`src/rtl/assoc_wb_cache.sv`:
```
// Set-associative write-back, write-allocate cache between a word-wide datapath
// and a fixed-latency line-wide memory, with LRU replacement and hit/miss counters.
module assoc_wb_cache #(
    parameter int WORD_SIZE   = 16,
    parameter int NUM_SETS    = 4,
    parameter int NUM_WAYS    = 2,
    parameter int LINE_WORDS  = 4,
    parameter int MEM_LATENCY = 4
) (
    input  logic                            clk,
    input  logic                            reset,
    input  logic                            read_cache,
    input  logic                            write_cache,
    input  logic [WORD_SIZE-1:0]            address_cache,
    input  logic [WORD_SIZE-1:0]            wdata_cache,
    output logic [WORD_SIZE-1:0]            rdata_cache,
    output logic                            ready,
    output logic                            readM,
    output logic                            writeM,
    output logic [WORD_SIZE-1:0]            address_memory,
    input  logic [LINE_WORDS*WORD_SIZE-1:0] mem_rdata,
    output logic [LINE_WORDS*WORD_SIZE-1:0] mem_wdata,
    output logic [15:0]                     hit_count,
    output logic [15:0]                     miss_count
);
    localparam int OFF_W  = $clog2(LINE_WORDS);
    localparam int IDX_W  = $clog2(NUM_SETS);
    localparam int TAG_W  = WORD_SIZE - OFF_W - IDX_W;
    localparam int OFF_B  = (OFF_W > 0) ? OFF_W : 1;
    localparam int IDX_B  = (IDX_W > 0) ? IDX_W : 1;
    localparam int LINE_W = LINE_WORDS * WORD_SIZE;
    localparam int CNT_W  = (MEM_LATENCY > 1) ? $clog2(MEM_LATENCY) : 1;

    typedef enum logic [1:0] {IDLE, WRITEBACK, REFILL} state_t;

    state_t              state_q, state_d;
    logic [CNT_W-1:0]    cnt_q, cnt_d;
    logic                readm_q, readm_d, writem_q, writem_d;
    logic [WORD_SIZE-1:0] addr_mem_q, addr_mem_d;
    logic [LINE_W-1:0]   wdata_mem_q, wdata_mem_d;
    logic [15:0]         hit_cnt_q, miss_cnt_q;
    logic                victim_q, victim_d;
    logic [TAG_W-1:0]    m_tag_q, m_tag_d;
    logic [IDX_B-1:0]    m_idx_q, m_idx_d;

    logic                valid_q [NUM_WAYS][NUM_SETS];
    logic                dirty_q [NUM_WAYS][NUM_SETS];
    logic [TAG_W-1:0]    tag_q   [NUM_WAYS][NUM_SETS];
    logic [LINE_W-1:0]   data_q  [NUM_WAYS][NUM_SETS];
    logic [NUM_SETS-1:0] lru_q;

    logic                req;
    logic [TAG_W-1:0]    req_tag;
    logic [IDX_B-1:0]    req_idx;
    logic [OFF_B-1:0]    req_off;
    logic [NUM_WAYS-1:0] hit_vec;
    logic                hit, hit_way, victim, victim_dirty;
    logic [LINE_W-1:0]   hit_line;
    logic                do_hit, do_write, do_fill, do_miss;

    assign req     = read_cache | write_cache;
    assign req_tag = address_cache[WORD_SIZE-1 -: TAG_W];
    assign req_idx = IDX_B'((address_cache >> OFF_W) & WORD_SIZE'(NUM_SETS - 1));
    assign req_off = OFF_B'(address_cache & WORD_SIZE'(LINE_WORDS - 1));

    function automatic logic [WORD_SIZE-1:0] line_addr(input logic [TAG_W-1:0] t,
                                                       input logic [IDX_B-1:0] i);
        line_addr = (WORD_SIZE'(t) << (OFF_W + IDX_W))
                  | ((WORD_SIZE'(i) << OFF_W) & WORD_SIZE'((NUM_SETS - 1) << OFF_W));
    endfunction

    for (genvar gi = 0; gi < NUM_WAYS; gi++) begin : g_way
        assign hit_vec[gi] = valid_q[gi][req_idx] && (tag_q[gi][req_idx] == req_tag);
    end

    assign hit      = |hit_vec;
    assign hit_way  = (NUM_WAYS > 1) ? hit_vec[NUM_WAYS-1] : 1'b0;
    assign hit_line = data_q[hit_way][req_idx];

    // Victim: first invalid way (way 0 first), otherwise the LRU way.
    always_comb begin
        victim = 1'b0;
        if (NUM_WAYS > 1) begin
            if (!valid_q[0][req_idx])
                victim = 1'b0;
            else if (!valid_q[NUM_WAYS-1][req_idx])
                victim = 1'b1;
            else
                victim = lru_q[req_idx];
        end
    end
    assign victim_dirty = valid_q[victim][req_idx] && dirty_q[victim][req_idx];

    always_comb begin
        state_d     = state_q;
        cnt_d       = cnt_q;
        readm_d     = readm_q;
        writem_d    = writem_q;
        addr_mem_d  = addr_mem_q;
        wdata_mem_d = wdata_mem_q;
        victim_d    = victim_q;
        m_tag_d     = m_tag_q;
        m_idx_d     = m_idx_q;
        ready       = 1'b0;
        rdata_cache = '0;
        do_hit      = 1'b0;
        do_write    = 1'b0;
        do_fill     = 1'b0;
        do_miss     = 1'b0;
        case (state_q)
            IDLE: begin
                if (req && !reset) begin
                    if (hit) begin
                        ready    = 1'b1;
                        do_hit   = 1'b1;
                        do_write = write_cache;
                        if (!write_cache)
                            rdata_cache = hit_line[req_off*WORD_SIZE +: WORD_SIZE];
                    end else begin
                        do_miss  = 1'b1;
                        victim_d = victim;
                        m_tag_d  = req_tag;
                        m_idx_d  = req_idx;
                        cnt_d    = '0;
                        if (victim_dirty) begin
                            state_d     = WRITEBACK;
                            writem_d    = 1'b1;
                            addr_mem_d  = line_addr(tag_q[victim][req_idx], req_idx);
                            wdata_mem_d = data_q[victim][req_idx];
                        end else begin
                            state_d    = REFILL;
                            readm_d    = 1'b1;
                            addr_mem_d = line_addr(req_tag, req_idx);
                        end
                    end
                end
            end
            WRITEBACK: begin
                if (cnt_q == CNT_W'(MEM_LATENCY - 1)) begin
                    state_d    = REFILL;
                    writem_d   = 1'b0;
                    readm_d    = 1'b1;
                    cnt_d      = '0;
                    addr_mem_d = line_addr(m_tag_q, m_idx_q);
                end else begin
                    cnt_d = cnt_q + CNT_W'(1);
                end
            end
            REFILL: begin
                if (cnt_q == CNT_W'(MEM_LATENCY - 1)) begin
                    state_d = IDLE;
                    readm_d = 1'b0;
                    do_fill = !reset;
                end else begin
                    cnt_d = cnt_q + CNT_W'(1);
                end
            end
            default: state_d = IDLE;
        endcase
    end

    always_ff @(posedge clk) begin
        if (reset) begin
            state_q     <= IDLE;
            cnt_q       <= '0;
            readm_q     <= 1'b0;
            writem_q    <= 1'b0;
            addr_mem_q  <= '0;
            wdata_mem_q <= '0;
            hit_cnt_q   <= '0;
            miss_cnt_q  <= '0;
            victim_q    <= 1'b0;
            m_tag_q     <= '0;
            m_idx_q     <= '0;
            lru_q       <= '0;
            for (int w = 0; w < NUM_WAYS; w++) begin
                for (int s = 0; s < NUM_SETS; s++) begin
                    valid_q[w][s] <= 1'b0;
                    dirty_q[w][s] <= 1'b0;
                end
            end
        end else begin
            state_q     <= state_d;
            cnt_q       <= cnt_d;
            readm_q     <= readm_d;
            writem_q    <= writem_d;
            addr_mem_q  <= addr_mem_d;
            wdata_mem_q <= wdata_mem_d;
            victim_q    <= victim_d;
            m_tag_q     <= m_tag_d;
            m_idx_q     <= m_idx_d;
            if (do_hit && hit_cnt_q != 16'hFFFF)
                hit_cnt_q <= hit_cnt_q + 16'd1;
            if (do_miss && miss_cnt_q != 16'hFFFF)
                miss_cnt_q <= miss_cnt_q + 16'd1;
            if (do_hit) begin
                // The LRU bit names the least-recently-used way of the set.
                if (NUM_WAYS > 1)
                    lru_q[req_idx] <= ~hit_way;
                if (do_write)
                    dirty_q[hit_way][req_idx] <= 1'b1;
            end
            if (do_fill) begin
                valid_q[victim_q][m_idx_q] <= 1'b1;
                dirty_q[victim_q][m_idx_q] <= 1'b0;
            end
        end
    end

    // Tag and line storage carry no reset; validity alone decides whether they are used.
    always_ff @(posedge clk) begin
        if (do_write)
            data_q[hit_way][req_idx][req_off*WORD_SIZE +: WORD_SIZE] <= wdata_cache;
        if (do_fill) begin
            data_q[victim_q][m_idx_q] <= mem_rdata;
            tag_q[victim_q][m_idx_q]  <= m_tag_q;
        end
    end

    assign readM          = readm_q;
    assign writeM         = writem_q;
    assign address_memory = addr_mem_q;
    assign mem_wdata      = wdata_mem_q;
    assign hit_count      = hit_cnt_q;
    assign miss_count     = miss_cnt_q;
endmodule

```
`config.mk`:
```
export PLATFORM = sky130hd
export DESIGN_NAME = assoc_wb_cache
export DESIGN_NICKNAME = d
export VERILOG_FILES = /design/src/rtl/assoc_wb_cache.sv
export SDC_FILE = /design/constraint.sdc
export NUM_CORES = 1
export LEC_CHECK = 0
export BUFFER_PORTS_ARGS = -buffer_cell sky130_fd_sc_hd__clkbuf_2
export CAP_MARGIN = 20
export CORE_UTILIZATION = 40
export CTS_CLUSTER_SIZE = 25
export DETAILED_ROUTE_END_ITERATION = 10
export HOLD_SLACK_MARGIN = 0.05
export SLEW_MARGIN = 10
export SYNTH_ARGS = -nofsm -noshare
export SYNTH_HDL_FRONTEND = slang
export SYNTH_SLANG_ARGS = --single-unit
```
`constraint.sdc`:
```
create_clock -name clk -period 5.7 [get_ports clk]
set_clock_uncertainty 0.15 [all_clocks]
set_input_delay 1.14 -clock clk [delete_from_list [all_inputs] [get_ports clk]]
set_output_delay 1.14 -clock clk [all_outputs]
set_load 0.005 [all_outputs]
```
==> results of run 1 <==
==> power by group through the flow <==
| stage | combinational (mW) | clock [mW] | sequential (mW) |
|---|---|---|---|
| detailed placement | 0.963 | 0 | 6.19 |
| CTS | 0.968 | 5.49 | 6.08 |
| global route | 1.03 | 5.69 | 6.08 |
| global placement | 0.956 | 0 | 6.19 |
| floorplan | 0.614 | 0 | 6.18 |
| finish | 0.963 | 5.41 | 6.08 |
==> flip-flops by register name (all words and copies together), names as in the netlist, 2 cells and up <==
register	count
m_tag_q	12
state_q	2
data_q	512
dirty_q	8
hit_count	16
tag_q	96
m_idx_q	2
mem_wdata	64
address_memory	14
cnt_q	2
valid_q	8
miss_count	16
lru_q	4
==> area by class of cell <==
| cell class | count | area (um^2) |
|---|---|---|
| Fill cell | 7343 | 44960 |
| Sequential cell | 759 | 21440 |
| Multi-Input combinational cell | 1183 | 12670 |
| Timing Repair Buffer | 354 | 2347 |
| Clock buffer | 103 | 2182 |
| Tap cell | 1144 | 1431 |
| Clock inverter | 51 | 535.5 |
| Inverter | 29 | 108.9 |
| Antenna cell | 2 | 5.005 |
==> placed cells by master, fill, tap and decap left out, types with 13 or more instances in the layout <==
cell type  count
a211oi_1      84
nor2b_1       13
clkbuf_2     225
nor3_1        26
mux4_2       276
clkbuf_1      17
buf_12        19
clkbuf_16     83
dfxtp_1      135
buf_4        108
edfxtp_1     624
nand3_1       29
nand2_1       95
a32o_1        13
xnor2_1       29
a22o_1        64
mux2i_1      172
a21oi_1       50
nor2_1       143
inv_1         27
o21ai_0       14
clkinv_1      20
==> Yosys cell counts, types with 3 or more instances <==
| library cell | n |
|---|---|
| mux2_2 | 4 |
| o21ai_0 | 14 |
| nor4b_1 | 3 |
| nand3_1 | 29 |
| a31o_2 | 11 |
| nand4_1 | 12 |
| or4_1 | 3 |
| a22o_1 | 64 |
| mux4_1 | 8 |
| buf_2 | 20 |
| or2_2 | 5 |
| a31oi_1 | 3 |
| dfxtp_1 | 135 |
| a21o_1 | 8 |
| a311oi_1 | 3 |
| mux4_2 | 276 |
| a22oi_1 | 10 |
| o31ai_1 | 3 |
| nor3b_1 | 3 |
| buf_1 | 18 |
| a21oi_1 | 50 |
| ha_1 | 12 |
| a211oi_1 | 84 |
| clkbuf_1 | 114 |
| mux2i_1 | 172 |
| buf_4 | 6 |
| xor2_1 | 7 |
| and2_1 | 7 |
| nor2b_1 | 13 |
| and3_1 | 11 |
| inv_1 | 28 |
| a32o_1 | 13 |
| nor2_1 | 145 |
| o211ai_1 | 3 |
| edfxtp_1 | 624 |
| or3_1 | 9 |
| nor3_1 | 28 |
| nand2_1 | 96 |
| nor4_1 | 13 |
| xnor2_1 | 29 |
==> logic make-up (layout without fill, tap and decap cells) <==
kind of cell	count (synthesis)	count (layout)	share of synthesized area [%]
DFF	759	759	61.54
adders and majority gates	12	12	0.4309
and+or+nand+nor	384	384	5.064
AOI/OAI and AO/OA	289	289	6.206
other	1	4	0.01076
muxes	460	460	23.52
xor gates and xnor gates	36	36	0.9050
buffers and inverters	191	537	2.331
==> tightest hold or removal path: stages (launching register included) <==
cell	delay, ns
dfxtp_1	0.31
nand2_1	0.05
mux2i_1	0.05
==> final timing paths <==
check / slack, ns / depth (start not counted) / to / startpoint
setup / recovery: 0.16 / 13 / rdata_cache[7] / address_cache[2]
hold / removal: 0.31 / 2 / cnt_q[1]$_SDFFE_PP0P_ / cnt_q[1]$_SDFFE_PP0P_
setup reg to reg: 1.71 / 10 / data_q[0][139]$_DFFE_PP_ / tag_q[0][5]$_DFFE_PP_
hold reg to reg: 0.31 / 2 / cnt_q[1]$_SDFFE_PP0P_ / cnt_q[1]$_SDFFE_PP0P_
==> repair_timing <==
action / in CTS / in global routing
setup endpoints to repair: 0 / 9
hold buffers: 0 / 0
gates resized for setup: 0 / 1
==> per-layer routing <==
layer / routed length (um) / vias up
met5: 65 / -
met4: 2815 / 10
met3: 8979 / 172
met2: 47680 / 941
met1: 41850 / 11280
li1: - / 9261
==> results.json, run 1 <==
{
  "fin_util_pct": 47.52,
  "cts_tree": "done",
  "grt_antenna_before_repair": 6,
  "area_growth_pct": 16.87,
  "p_comb_share_pct": 7.7,
  "root_buffer": "clkbuf_16",
  "clk_latency_ns": 0.64,
  "hold_slack_ns": 0.3142,
  "vias": 21670,
  "tightest_slew_ns": 1.159,
  "cp_num_buf_inv": 5,
  "fp.dieH_um": 297.1,
  "cts_setup_buffers": 0,
  "seqPwrFrac_pct": 48.8,
  "placed_cell_area_mm2": 0.03799,
  "final.period_utilization_pct": 97.23,
  "crit_path_end_kind": "output port",
  "start_util_pct": 40.66,
  "busiest_layer": "met2",
  "ant_nets": 0,
  "io_buffer_count": 228,
  "drt_first_pass_iters": 5,
  "ys_seq_area_share_pct": 61.54,
  "drc": 0,
  "cts_sinks": 759,
  "power_frac_clock_pct": 43.5,
  "hpwl_um": 67080,
  "met2_usage_pct": 36.30,
  "power.share.switching_pct": 22.80,
  "p_switching_mw": 2.837,
  "io_pins": 231,
  "htreeDepth": 3,
  "avgViaCountPerCell": 5.977,
  "wirelength_um": 101400,
  "synthArstFlopShare_pct": 0,
  "grt_util_met3_pct": 4.974,
  "final_area_mm2": 0.04072,
  "drv_cap": 0,
  "placed_cells": 3469,
  "ys_ff_latch": 759,
  "report.final.slew_viol_count": 0,
  "instances_no_fill": 3625,
  "finalSetupTns_ns": 0,
  "p_leak_nw": 14.57,
  "clk_pin_slew_ns": 0.05,
  "cp_cell_sequence": "buf_8, buf_4, mux4_2, xnor2_1, nand4_1, a2111o_1, a21boi_1, or3_4, nor2_1, buf_4, buf_12, a32o_1, clkbuf_2",
  "overflow": 0,
  "vdd_drop_max_mv": 0.1935,
  "die_w_um": 297.1,
  "status": "complete, no violations",
  "path_class": "in2out",
  "avgSynthCellArea_um2": 16.34,
  "fmax_mhz": 180.4,
  "slowest_delay_ns": 0.54,
  "synth_edf_count": 624,
  "min-delay-path-class": "reg2reg",
  "ys_warn_count": 0,
  "grtUsageTotal_pct": 22.89,
  "synthesis.area_mm2": 0.03484,
  "drive_gt1_share_pct": 31.79,
  "crit_path_start_kind": "input pin",
  "grt_max_degree": 166,
  "synthTopCellsByArea": "edfxtp_1 (54%), mux4_2 (18%), dfxtp_1 (7.8%)",
  "crit_slowest_cell": "mux4_2",
  "final_hold_viol_count": 0,
  "grt_pass1_wl_um": 149800,
  "worstPathRequired_ns": 4.41,
  "fin_ws_ns": 0.1581,
  "wl_per_cell_um": 27.97,
  "yosysUniqueCellTypes": 66,
  "first_global_vias": 21880,
  "numCtsBuffers": 83,
  "p_int_mw": 9.610,
  "synth_area_leader_cell": "edfxtp_1",
  "synth_ff_type": "edfxtp_1",
  "fin_total_pwr_mw": 12.45,
  "drt_iter0_drc": 2182,
  "num_rows": 107,
  "syn_inst": 2132,
  "cts.path.max_buffers": 3,
  "worst-path-max-fanout": 18,
  "cp_common_cell": "buf_4",
  "critical_path_arrival_ns": 4.25,
  "place.gp.congestion": 0.8672,
  "finalNetCount": 2522,
  "dp_slack_ns": 0.1029,
  "period_needed_ns": 5.542,
  "max-slew-margin-rel_pct": 22.73,
  "core_area_mm2": 0.08568,
  "setup_viol": 0,
  "die-area_mm2": 0.08829,
  "powerDensity_mw_per_mm2": 305.7,
  "crit_family": "buffers and inverters",
  "rsz0062_at_grt": "no",
  "gr-usage-met1_pct": 31.40,
  "synth_top_area_share_pct": 53.78
}
Power figures use the tool's default switching activity.
==> inputs of run 2 (changes only) <==
--- a/config.mk
+++ b/config.mk
@@ -12,5 +12,5 @@
 export DETAILED_ROUTE_END_ITERATION = 10
 export HOLD_SLACK_MARGIN = 0.05
-export SLEW_MARGIN = 10
+export SLEW_MARGIN = 20
 export SYNTH_ARGS = -nofsm -noshare
 export SYNTH_HDL_FRONTEND = slang
==> constraint.sdc (replaced) <==
create_clock -name clk -period 5.7 [get_ports clk]
set_clock_uncertainty 0.15 [all_clocks]
set_input_delay 1.14 -clock clk [delete_from_list [all_inputs] [get_ports clk]]
set_output_delay 1.14 -clock clk [all_outputs]
set_load 0.1 [all_outputs]
==> results.json, run 2 (same netlist as run 1, synthesis figures left out) <==
{
  "min-delay-path-class": "reg2reg",
  "htreeDepth": 3,
  "min-delay-start": "cnt_q[1]$_SDFFE_PP0P_",
  "first_global_vias": 21770,
  "grt_max_degree": 131,
  "seqPwrFrac_pct": 46.9,
  "report.final.slew_viol_count": 0,
  "status": "complete, no violations",
  "worst-path-max-fanout": 15,
  "power_frac_clock_pct": 43.8,
  "vias": 21910,
  "fp.dieH_um": 297.1,
  "final_area_mm2": 0.04114,
  "cp_cell_sequence": "buf_8, buf_4, mux4_1, xnor2_2, nand4_1, nor2_4, nand2_4, buf_12, buf_4, mux2i_2, buf_4, mux2i_1, a32o_2, buf_12",
  "grtUsageTotal_pct": 23.21,
  "path_class": "in2out",
  "reg2reg_from": "tag_q[0][34]$_DFFE_PP_",
  "crit_family": "buffers and inverters",
  "clk_latency_ns": 0.66,
  "drt_first_pass_iters": 5,
  "min_path_cells": 2,
  "path_depth": 14,
  "p_int_mw": 9.810,
  "wl_per_cell_um": 28.37,
  "period_needed_ns": 5.612,
  "setup_viol": 0,
  "layout_commonest_cell": "edfxtp_1",
  "cts_tree": "done",
  "largest-register": "data_q",
  "tightest_slew_ns": 1.031,
  "ctsHoldBuffers": 0,
  "io_pins": 231,
  "cts_sinks": 759,
  "critical_path_arrival_ns": 4.32,
  "drt_iter0_drc": 2116,
  "ant_nets": 0,
  "root_buffer": "clkbuf_16",
  "slowest_delay_ns": 0.63,
  "cp_num_buf_inv": 6,
  "io_buffer_count": 228,
  "p_switching_mw": 3.133,
  "final_hold_viol_count": 0,
  "start_util_pct": 40.66,
  "final.period_utilization_pct": 98.46,
  "largest_reg_flops": 512,
  "numCtsBuffers": 83,
  "nFillCells": 7297,
  "hpwl_um": 70560,
  "vdd_drop_max_mv": 0.2168,
  "max-slew-margin-rel_pct": 31.24,
  "crit_start": "address_cache[2]",
  "wirelength_um": 102900,
  "drc": 0,
  "antennaDiodeCount": 0,
  "cp_common_cell": "buf_4",
  "finalNetCount": 2525,
  "crit_path_start_kind": "input pin",
  "avgViaCountPerCell": 6.039,
  "crit_slowest_cell": "mux4_1",
  "clk_pin_slew_ns": 0.06,
  "overflow": 0,
  "layout_common_cells": "edfxtp_1 (624), mux4_2 (276), clkbuf_2 (208)",
  "fmax_mhz": 178.2,
  "crit_path_end_kind": "output port",
  "worstPathRequired_ns": 4.41,
  "p_comb_share_pct": 9.3,
  "p_leak_nw": 14.81,
  "area_growth_pct": 18.07,
  "powerDensity_mw_per_mm2": 314.7,
  "die_w_um": 297.1,
  "rsz0062_at_grt": "no",
  "power.share.switching_pct": 24.21,
  "cts.path.max_buffers": 3,
  "placed_cell_area_mm2": 0.03817,
  "fin_util_pct": 48.01,
  "grt_antenna_before_repair": 2,
  "num_rows": 107,
  "die-area_mm2": 0.08829,
  "place.gp.congestion": 0.8799,
  "reg2reg_depth": 9,
  "grt_pass1_wl_um": 150700,
  "fin_total_pwr_mw": 12.94,
  "drive_gt1_share_pct": 32.89,
  "core_area_mm2": 0.08568,
  "finalSetupTns_ns": 0,
  "drv_cap": 0
}
==> run 2: cell types whose count changed in the layout (fill, tap and decap cells not counted), moves of 3 or more <==
cell	previous run	this run
clkinv_1	20	6
a32o_2	0	13
inv_6	5	2
clkinv_16	0	3
xnor2_2	0	4
clkbuf_2	225	208
buf_4	108	119
buf_12	19	27
clkinv_2	10	7
clkbuf_1	17	26
clkinv_4	0	3
xnor2_1	29	25
clkbuf_8	3	8
a32o_1	13	0
==> run 2: power by group through the flow <==
stage / clock (mW) / sequential (mW) / combinational, mW
4_1_cts: 5.75 / 6.07 / 1.20
3_3_place_gp: 0 / 6.19 / 1.18
5_1_grt: 5.97 / 6.08 / 1.26
6_report: 5.67 / 6.07 / 1.20
2_1_floorplan: 0 / 6.38 / 0.620
3_5_place_dp: 0 / 6.19 / 1.19
==> run 2: through the flow <==
stage / worst slack, ns / std cells / hold WS [ns]
after floorplan: 0.06092 / 2133 / 0.2885
after global placement: 0.03742 / 3472 / 0.2997
after detailed placement: 0.01529 / 3472 / 0.3119
after CTS: 0.02731 / 3628 / 0.3201
after global routing: 0.01164 / 3628 / 0.3590
final: 0.08763 / 3628 / 0.3163
==> run 2: routing by layer <==
metal  wire length (um)  vias up  global-route usage, %
li1                   -     9273                      -
met1              42760    11440                  32.52
met2              48740     1032                  36.83
met3               8615      158                  4.185
met4               2786        4                  7.180
met5                 26        -                      0
==> run 2: worst paths after layout <==
kind                         endpoint  slack, ns
min reg2reg     cnt_q[1]$_SDFFE_PP0P_       0.32
min             cnt_q[1]$_SDFFE_PP0P_       0.32
max reg2reg  data_q[0][154]$_DFFE_PP_       1.67
max                   rdata_cache[15]       0.09
==> run 2: cell type report <==
class / count / area, um^2 / area share [%]
inverter: 29 / 108.9 / 0.2646
multi-input combinational: 1183 / 12720 / 30.93
sequential: 759 / 21440 / 52.12
tap: 1144 / 1431 / 3.480
clock buffer: 118 / 2310 / 5.615
clock inverter: 38 / 604.3 / 1.469
timing repair buffer: 357 / 2516 / 6.117
==> run 2: worst register-to-register path, delay by kind of cell, from the launching register on <==
family | cells | cell delay, ns
AOI/OAI and AO/OA | 4 | 1.62
xor gates and xnor gates | 1 | 0.14
buffers and inverters | 1 | 0.21
DFF | 1 | 0.37
muxes | 1 | 0.48
and+or+nand+nor | 2 | 0.66
==> run 2: repair_timing <==
| item | 4_1_cts | 5_1_grt |
|---|---|---|
| pin swaps | 0 | 0 |
| gates resized for setup | 2 | 6 |
| endpoints found under the setup margin | 2 | 9 |
| setup buffers | 0 | 0 |
